## src/rtl/ehl_gpio_irq.sv

```systemverilog
// Per-pin level/edge interrupt detector with sticky W1C status and a registered irq line.
// Define EHL_GPIO_IRQ_FIRST_EN to build first-event capture (first_vld/first_idx).
module ehl_gpio_irq #(
   parameter int unsigned WIDTH = 32,
   parameter int unsigned IDXW  = 5
) (
   input  logic             clk,
   input  logic             reset_n,
   input  logic [WIDTH-1:0] din,
   input  logic [WIDTH-1:0] itype,
   input  logic [WIDTH-1:0] ipol,
   input  logic [WIDTH-1:0] iboth,
   input  logic [WIDTH-1:0] ier,
   input  logic [WIDTH-1:0] isr_clr,
   output logic [WIDTH-1:0] isr,
   output logic             irq,
   output logic             first_vld,
   output logic [IDXW-1:0]  first_idx
);

   logic [WIDTH-1:0] din_q;
   logic             armed_q;
   logic [WIDTH-1:0] isr_q, isr_d;
   logic             irq_q;
   logic [WIDTH-1:0] rise, fall, edge_ev, lvl_ev, ev;

   always_comb begin
      rise    = din & ~din_q;
      fall    = ~din & din_q;
      edge_ev = (iboth & (rise | fall)) | (~iboth & ((ipol & rise) | (~ipol & fall)));
      lvl_ev  = ~(din ^ ipol);
      // Edges are masked until the first clock after reset so din_q catching up is not an event.
      ev      = (~itype & lvl_ev) | (itype & edge_ev & {WIDTH{armed_q}});
      isr_d   = (isr_q & ~isr_clr) | ev;
   end

   always_ff @(posedge clk or negedge reset_n) begin
      if (!reset_n) begin
         din_q   <= '0;
         armed_q <= 1'b0;
         isr_q   <= '0;
         irq_q   <= 1'b0;
      end else begin
         din_q   <= din;
         armed_q <= 1'b1;
         isr_q   <= isr_d;
         irq_q   <= |(isr_q & ier);
      end
   end

   assign isr = isr_q;
   assign irq = irq_q;

`ifdef EHL_GPIO_IRQ_FIRST_EN
   logic            first_vld_q;
   logic [IDXW-1:0] first_idx_q;
   logic [IDXW-1:0] ev_low_idx;

   always_comb begin
      ev_low_idx = '0;
      for (int i = int'(WIDTH) - 1; i >= 0; i--) begin
         if (ev[i]) ev_low_idx = IDXW'(i);
      end
   end

   always_ff @(posedge clk or negedge reset_n) begin
      if (!reset_n) begin
         first_vld_q <= 1'b0;
         first_idx_q <= '0;
      end else if ((isr_q == '0) && (ev != '0)) begin
         first_vld_q <= 1'b1;
         first_idx_q <= ev_low_idx;
      end else if (isr_d == '0) begin
         first_vld_q <= 1'b0;
      end
   end

   assign first_vld = first_vld_q;
   assign first_idx = first_idx_q;
`else
   assign first_vld = 1'b0;
   assign first_idx = '0;
`endif

endmodule

```

## config.mk

```make
export PLATFORM = sky130hd
export DESIGN_NAME = ehl_gpio_irq
export DESIGN_NICKNAME = d
export VERILOG_FILES = /design/src/rtl/ehl_gpio_irq.sv
export SDC_FILE = /design/constraint.sdc
export NUM_CORES = 1
export LEC_CHECK = 0
export ABC_AREA = 1
export CORE_ASPECT_RATIO = 1.2
export CORE_MARGIN = 5
export CORE_UTILIZATION = 41
export CTS_BUF_LIST = sky130_fd_sc_hd__clkbuf_4 sky130_fd_sc_hd__clkbuf_8 sky130_fd_sc_hd__clkbuf_16
export DETAILED_ROUTE_END_ITERATION = 10
export GPL_TIMING_DRIVEN = 0
export PLACE_DENSITY = 0.86
export SLEW_MARGIN = 40
export SYNTH_ARGS = -nofsm -noshare
export SYNTH_HDL_FRONTEND = slang
export SYNTH_SLANG_ARGS = --single-unit
```

## constraint.sdc

```tcl
create_clock -name clk -period 1.11 [get_ports clk]
set_input_delay 0.222 -clock clk [delete_from_list [all_inputs] [get_ports clk]]
set_output_delay 0.222 -clock clk [all_outputs]
set_load 0.05 [all_outputs]
```

After elaboration in Yosys (flattened, before gate mapping)
Index checks and enable logic that the tools add are counted.

operators by class
  bitwise operators = 24
  shifts and indexed selects = 0
  add/sub/neg operators = 0
  muxes and demuxes = 0
  divide/modulo/power cells = 0
  reduce and logical (&&, ||, !) cells = 1
  multipliers = 0
  equal/unequal tests = 0
  order comparisons = 0

operator list
  operator           count
  $and A32 B32 Y32   11
  $not A32 Y32       7
  $or A32 B32 Y32    5
  $reduce_or A32 Y1  1
  $xor A32 B32 Y32   1

storage, ports and cells
  bits in writable memories = 0
  bits in latches = 0
  ROM bits = 0
  input port bits = 194
  register bits = 66
  memories kept = 0

Depth between registers and ports, before layout
Gate-level depths: netlist of run 1.

  word-level depth = 10
  depth in mapped cells = 6
  gate-level depth less buffers = 6

Worst setup path before layout of run 1
OpenSTA, ideal clock, no wires.

  kind = register to register
  from = reg isr_q[28] (netlist: isr[28])
  to = reg irq_q (netlist: irq)
  slack = 1 ps
  arrival time = 991 ps
  path buffers = 0
  cell stages (with the launch flop) = 7
  clock period less this slack = 1,109 ps
  library setup time = 119 ps
  required time = 991 ps
  path through = dfrtp_1 -> nand2_1 -> nand2_1 -> nor2_1 -> nand2_1 -> nor2_1 -> nand2_1

on the way
  cells in the longest elaborated chain, start to end = 2

RTL lines
  item                      RTL line  RTL
  start: declaration        23        logic [WIDTH-1:0] isr_q, isr_d;
  start signal: assignment  46        isr_q <= isr_d;
  $and A32 B32 Y32          47        irq_q <= |(isr_q & ier);
  $reduce_or A32 Y1         47
  end signal: assignment    47
  end: declaration          24        logic irq_q;

No other way between the ends.

Final worst setup path of run 1
  from = reg isr_q[5] (netlist: isr[5])
  to = out isr[5]

RTL lines
  item              RTL line  RTL
  end: declaration  15        output logic [WIDTH-1:0] isr,

No word-level cell between the ends.

==> results of run 1 <==
## placed cells by master (no fill, tap or decap), types with 3 or more instances in the layout
master	netlist	layout
nand3_2	0	10
clkbuf_4	0	3
buf_4	6	15
ha_1	64	61
a21oi_1	64	62
dfrtp_1	66	65
a21o_1	32	32
nand2_1	149	147
o21ai_0	32	32
clkdlybuf4s50_1	0	160
inv_1	128	128
dlygate4sd2_1	0	32
conb_1	2	7
nand3_1	64	54
nor2_1	10	8
clkbuf_16	0	9
buf_6	3	37
## worst min-delay path by stage
stage / from / to / slack (ps) / depth (start not counted)
2_1_floorplan: reset_n / armed_q / -70 / 0
3_3_place_gp: isr[15] / isr[15] / 510 / 2
3_5_place_dp: reset_n / din_q[14] / 110 / 1
4_1_cts: din[7] / din_q[7] / 220 / 1
5_1_grt: din[13] / din_q[13] / 230 / 1
6_report: din[7] / din_q[7] / 230 / 1
## layout make-up
type                       instances  area [sq um]  share of cell area [%]
sequential                        66          1653                   21.63
tap                              154         192.7                   2.521
antenna                            2         5.005                 0.06549
timing repair buffer             237          2362                   30.91
clock buffer                      14         275.3                   3.602
clock inverter                     2         35.03                  0.4584
inverter                         128         480.5                   6.287
multi-input combinational        422          2560                   33.50
buffer                             9         78.83                   1.031
## stage by stage
stage | cells | util [%] | total power [W]
finish | 1034 | 68.92 | 0.008440
global route | 1033 | 68.90 | 0.008886
detailed placement | 1006 | 64.50 | 0.005403
floorplan | 625 | - | 0.004035
CTS | 1027 | 67.81 | 0.008464
global placement | 1005 | 64.31 | 0.005336
## where the power goes
part           internal, W  leakage (nW)  total, W  switching [W]
clock network      0.00193         0.157   0.00295        0.00102
registers          0.00262         0.760   0.00281       0.000196
logic              0.00128          3.07   0.00267        0.00139
total              0.00583          3.99   0.00844        0.00261
## metal layers
layer / vias to the layer above / part of all wire [%] / wire (microns) / GRT usage (%)
met2: 162 / 51 / 7179 / 36.10
li1: 2474 / - / - / -
met1: 2166 / 39 / 5418 / 22.13
met3: 33 / 7.1 / 994 / 4.573
met4: 0 / 2.8 / 394 / 8.352
met5: - / 0 / 0 / 0
## timing repair
item | CTS | global route
setup buffers | 4 | 5
pin swaps | 0 | 3
endpoints found under the setup margin | 66 | 53
hold buffers | 1 | 0
gates resized for setup | 265 | 18
endpoints found under the hold margin | 28 | 0
## cells by family after synthesis
group | Yosys count | synth area share, %
compound gates | 128 | 15.48
fa+ha+maj | 64 | 17.20
buf+inv | 137 | 12.01
flops | 66 | 35.46
other cells | 2 | 0.1613
simple gates | 223 | 19.69
## flip-flops by register name (all words and copies together) (netlist names)
register  cells
armed_q       1
irq           1
isr          32
din_q        32
==> impl_metrics.toml, run 1 <==
[timing]
whs_ps = 228.0
hold_violations = 0
fmax_ghz = 0.8755
setup_tns_ps = -282.6
layout_min_cycle_time_ps = 1142
rsz0062_at_grt = "yes"
skew_ps = 5.888
setup_violations = 22
finalWorstSetupSlack_ps = -32.18
post-route-period-util_pct = 102.9
slew_viol_final = 0

[setup_path]
critPathMaxFanout = 3
setup.worst_path.start = "isr[5]"
r2r_slack_ps = 30
arrival_ps = 920
start_kind = "register"
cp-end-kind = "output port"
timing.rr.end = "irq"
crit_path_cell_trace = "buf_6"
cp_num_cells = 1
reg2reg_from = "isr[27]"
max_stage_delay_ps = 420
worstSetupPathType = "reg -> out"
crit_end = "isr[5]"
crit_buf_inv = 1
critical_path.slowest_cell = "dfrtp_1"
critical-path-top-delay-family = "flip-flops"
ff2ff_path_depth = 7
crit_required_ps = 890

[synthesis]
syn_inst = 620
syn_area_sq_um = 4657
yosys.area.top_type = "dfrtp_1"
synth_cell_types = 12
synthTopCellsByArea = "dfrtp_1 (35%), ha_1 (17%), nand2_1 (12%)"
synth-async-reset-ratio_pct = 100.0
yosys_warnings = 0
synth_seq_cells = 66
synth-seq-area-share_pct = 35.46
synth_common_cells = "nand2_1 (149), inv_1 (128), dfrtp_1 (66)"
syn_area_per_cell_sq_um = 7.511
dominantRegCellSynth = "dfrtp_1"
synth-edff-count = 0
synth_top_area_share_pct = 35.46
post-synth-top-count-cell = "nand2_1"

[die]
rows = 42
initial_core_util_pct = 42.00
coreArea_sq_um = 11090
fp.dieArea_sq_um = 13600
die_y_microns = 126.8
fp.dieW_microns = 107.3
ios = 233

[final_layout]
design_area_sq_um = 7642
fillerInstances = 849
nets = 1131
drive_gt1_share_pct = 10.14
area_delta_synth_final_pct = 64.11

[clocking]
root_buffer = "clkbuf_16"
cts_tree = "done"
clk_path_buf_depth = 2
path_clk_slew_ps = 60
clock_latency_ps = 320
cts.htree.levels = 3
clock-sinks = 66
cts_buffers = 9

[pwr]
irDropWorstVdd_v = 0.0007922
leakagePower_nw = 3.991
pwr_density_cell_nw_per_um2 = 1104

[place]
port_buffers = 226
dp_slack_ps = -483.2
placed_cell_area_sq_um = 7152
routabilityCongestion = 0.8193
dp_hpwl_microns = 11390

[worst_hold_path]
hold_class = "in -> reg"

[routing]
ant_nets = 0
wl_per_cell_microns = 13.53
via_per_inst = 4.676
drtIter0Drc = 158
dr.pass1.iters = 6
wl_microns = 13990
vias = 4835
drc_errors = 0

[global_routing]
grt_max_degree = 39
grt_pass1_vias = 4806
grt_pass1_wl_microns = 21740
grt-ovfl-total = 0
antenna_found_initial = 1
grt_usage_pct = 19.91

[status]
violations = "setup timing"
status = "finished, violations left"

[job]
maxCapViolations = 0
Power figures use the tool's default switching activity.
==> inputs of run 2 (changes only) <==
- CORE_MARGIN: 5 -> default
==> impl_metrics.toml, run 2 (same netlist as run 1, synthesis figures left out) <==
[place]
placed_cells = 984
placed_cell_area_sq_um = 7132
dp_hpwl_microns = 10250
port_buffers = 226
routabilityCongestion = 0.7950

[routing]
wl_per_cell_microns = 13.00
drc_errors = 0
via_per_inst = 4.756
wl_microns = 13150
ant_nets = 0
dr.pass1.iters = 4
drtIter0Drc = 128
vias = 4808

[global_routing]
top_usage_layer = "met2"
met3_usage_pct = 4.790
gr-usage-met2_pct = 42.84
grt_pass1_vias = 4848
grt-ovfl-total = 0
grt_usage_pct = 22.66
antenna_found_initial = 2
use_met1_pct = 24.38
grt_max_degree = 51
grt_pass1_wl_microns = 21100

[timing]
layout_min_cycle_time_ps = 1147
rsz0062_at_grt = "yes"
skew_ps = 7.924
fmax_ghz = 0.8717
slew_viol_final = 0
post-route-period-util_pct = 103.4
finalWorstSetupSlack_ps = -37.19
setup_violations = 24
hold_violations = 0

[final_layout]
fin_cells = 1011
design_area_sq_um = 7589
fillerInstances = 882
area_delta_synth_final_pct = 62.95
mostFrequentLayoutCell = "clkdlybuf4s50_1"
final_cell_mix = "clkdlybuf4s50_1 (160), nand2_1 (147), inv_1 (128)"
drive_gt1_share_pct = 9.909
nets = 1131

[setup_path]
critical-path-top-delay-family = "flip-flops"
crit_required_ps = 890
cp-end-kind = "output port"
max_stage_delay_ps = 420
r2r_slack_ps = -10
start_kind = "register"
ff2ff_path_depth = 5
critPathMaxFanout = 3
crit_buf_inv = 1
arrival_ps = 930
timing.rr.end = "isr[13]"
critical_path.slowest_cell = "dfrtp_1"
crit_path_cell_trace = "buf_6"
reg2reg_from = "din_q[13]"
worstSetupPathType = "reg -> out"

[worst_hold_path]
hold_class = "in -> reg"
holdPathStages = 1
whs_endpoint = "din_q[1]"
holdCritStartpoint = "din[1]"

[status]
status = "finished, violations left"
violations = "setup timing"

[clocking]
root_buffer = "clkbuf_16"
clk_path_buf_depth = 2
cts_tree = "done"
cts_buffers = 9
clock-sinks = 66
cts.htree.levels = 3
path_clk_slew_ps = 60
clock_latency_ps = 330

[pwr]
leakagePower_nw = 3.972
power_w = 0.008352
pwr_density_cell_nw_per_um2 = 1101
irDropWorstVdd_v = 0.0006352

[die]
fp.dieW_microns = 99.29
ios = 233
die_y_microns = 118.8
initial_core_util_pct = 42.20
coreArea_sq_um = 11040
rows = 42
fp.dieArea_sq_um = 11790

[job]
maxCapViolations = 0
-- run 2: how the worst max path moves through the flow --
stage,startpoint,to,slack (ps),depth (start not counted)
floorplan,isr[28],irq,0.8,6
global placement,reset_n,isr[1],-2730,1
detailed placement,din[3],isr[3],-460,7
CTS,isr[26],isr[26],-60,1
global route,isr[26],isr[26],-70,1
finish,isr[26],isr[26],-40,1
-- run 2: power by group --
group          leakage (nW)  internal [W]  total [W]  switching [W]
combinational          3.06       0.00129    0.00267        0.00139
clock                 0.151       0.00183    0.00287        0.00103
sequential            0.759       0.00262    0.00281       0.000194
-- run 2: per-layer routing --
layer / routed length, microns / vias up
met5: 13 / -
met4: 223 / 2
li1: - / 2465
met1: 5160 / 2164
met2: 6975 / 159
met3: 773 / 18
-- run 2: layout make-up --
| cell class | instances | area, sq um | area share, % |
|---|---|---|---|
| flip-flops and latches | 66 | 1654 | 21.80 |
| repair buffers | 237 | 2366 | 31.18 |
| multi-input cells | 422 | 2546 | 33.55 |
| clock buffers | 13 | 255.2 | 3.364 |
| well taps | 132 | 165.2 | 2.176 |
| inverters | 128 | 480.5 | 6.331 |
| clock inverters | 3 | 40.04 | 0.5276 |
| plain buffers | 9 | 78.83 | 1.039 |
| diodes | 1 | 2.502 | 0.03298 |
-- run 2: through the flow --
stage                     util (%)  setup TNS, ps  hold slack [ps]  worst slack, ps
after CTS                    67.83         -637.1            218.3           -57.12
after global routing         68.76          -1426            226.6           -74.83
after global placement       64.37        -202270            511.4            -2734
final                        68.76         -295.2            228.5           -37.19
after detailed placement     64.63         -22980            71.71           -462.2
after floorplan                  -              0           -73.59           0.8494
-- run 2: timing repair --
item                       in CTS  in global routing
pin swaps                       1                  1
setup buffers                   6                  3
hold buffers                    1                  0
setup endpoints to repair      66                 60
hold endpoints to repair       16                  0
gates cloned                    0                  0
gates resized for setup       265                 15
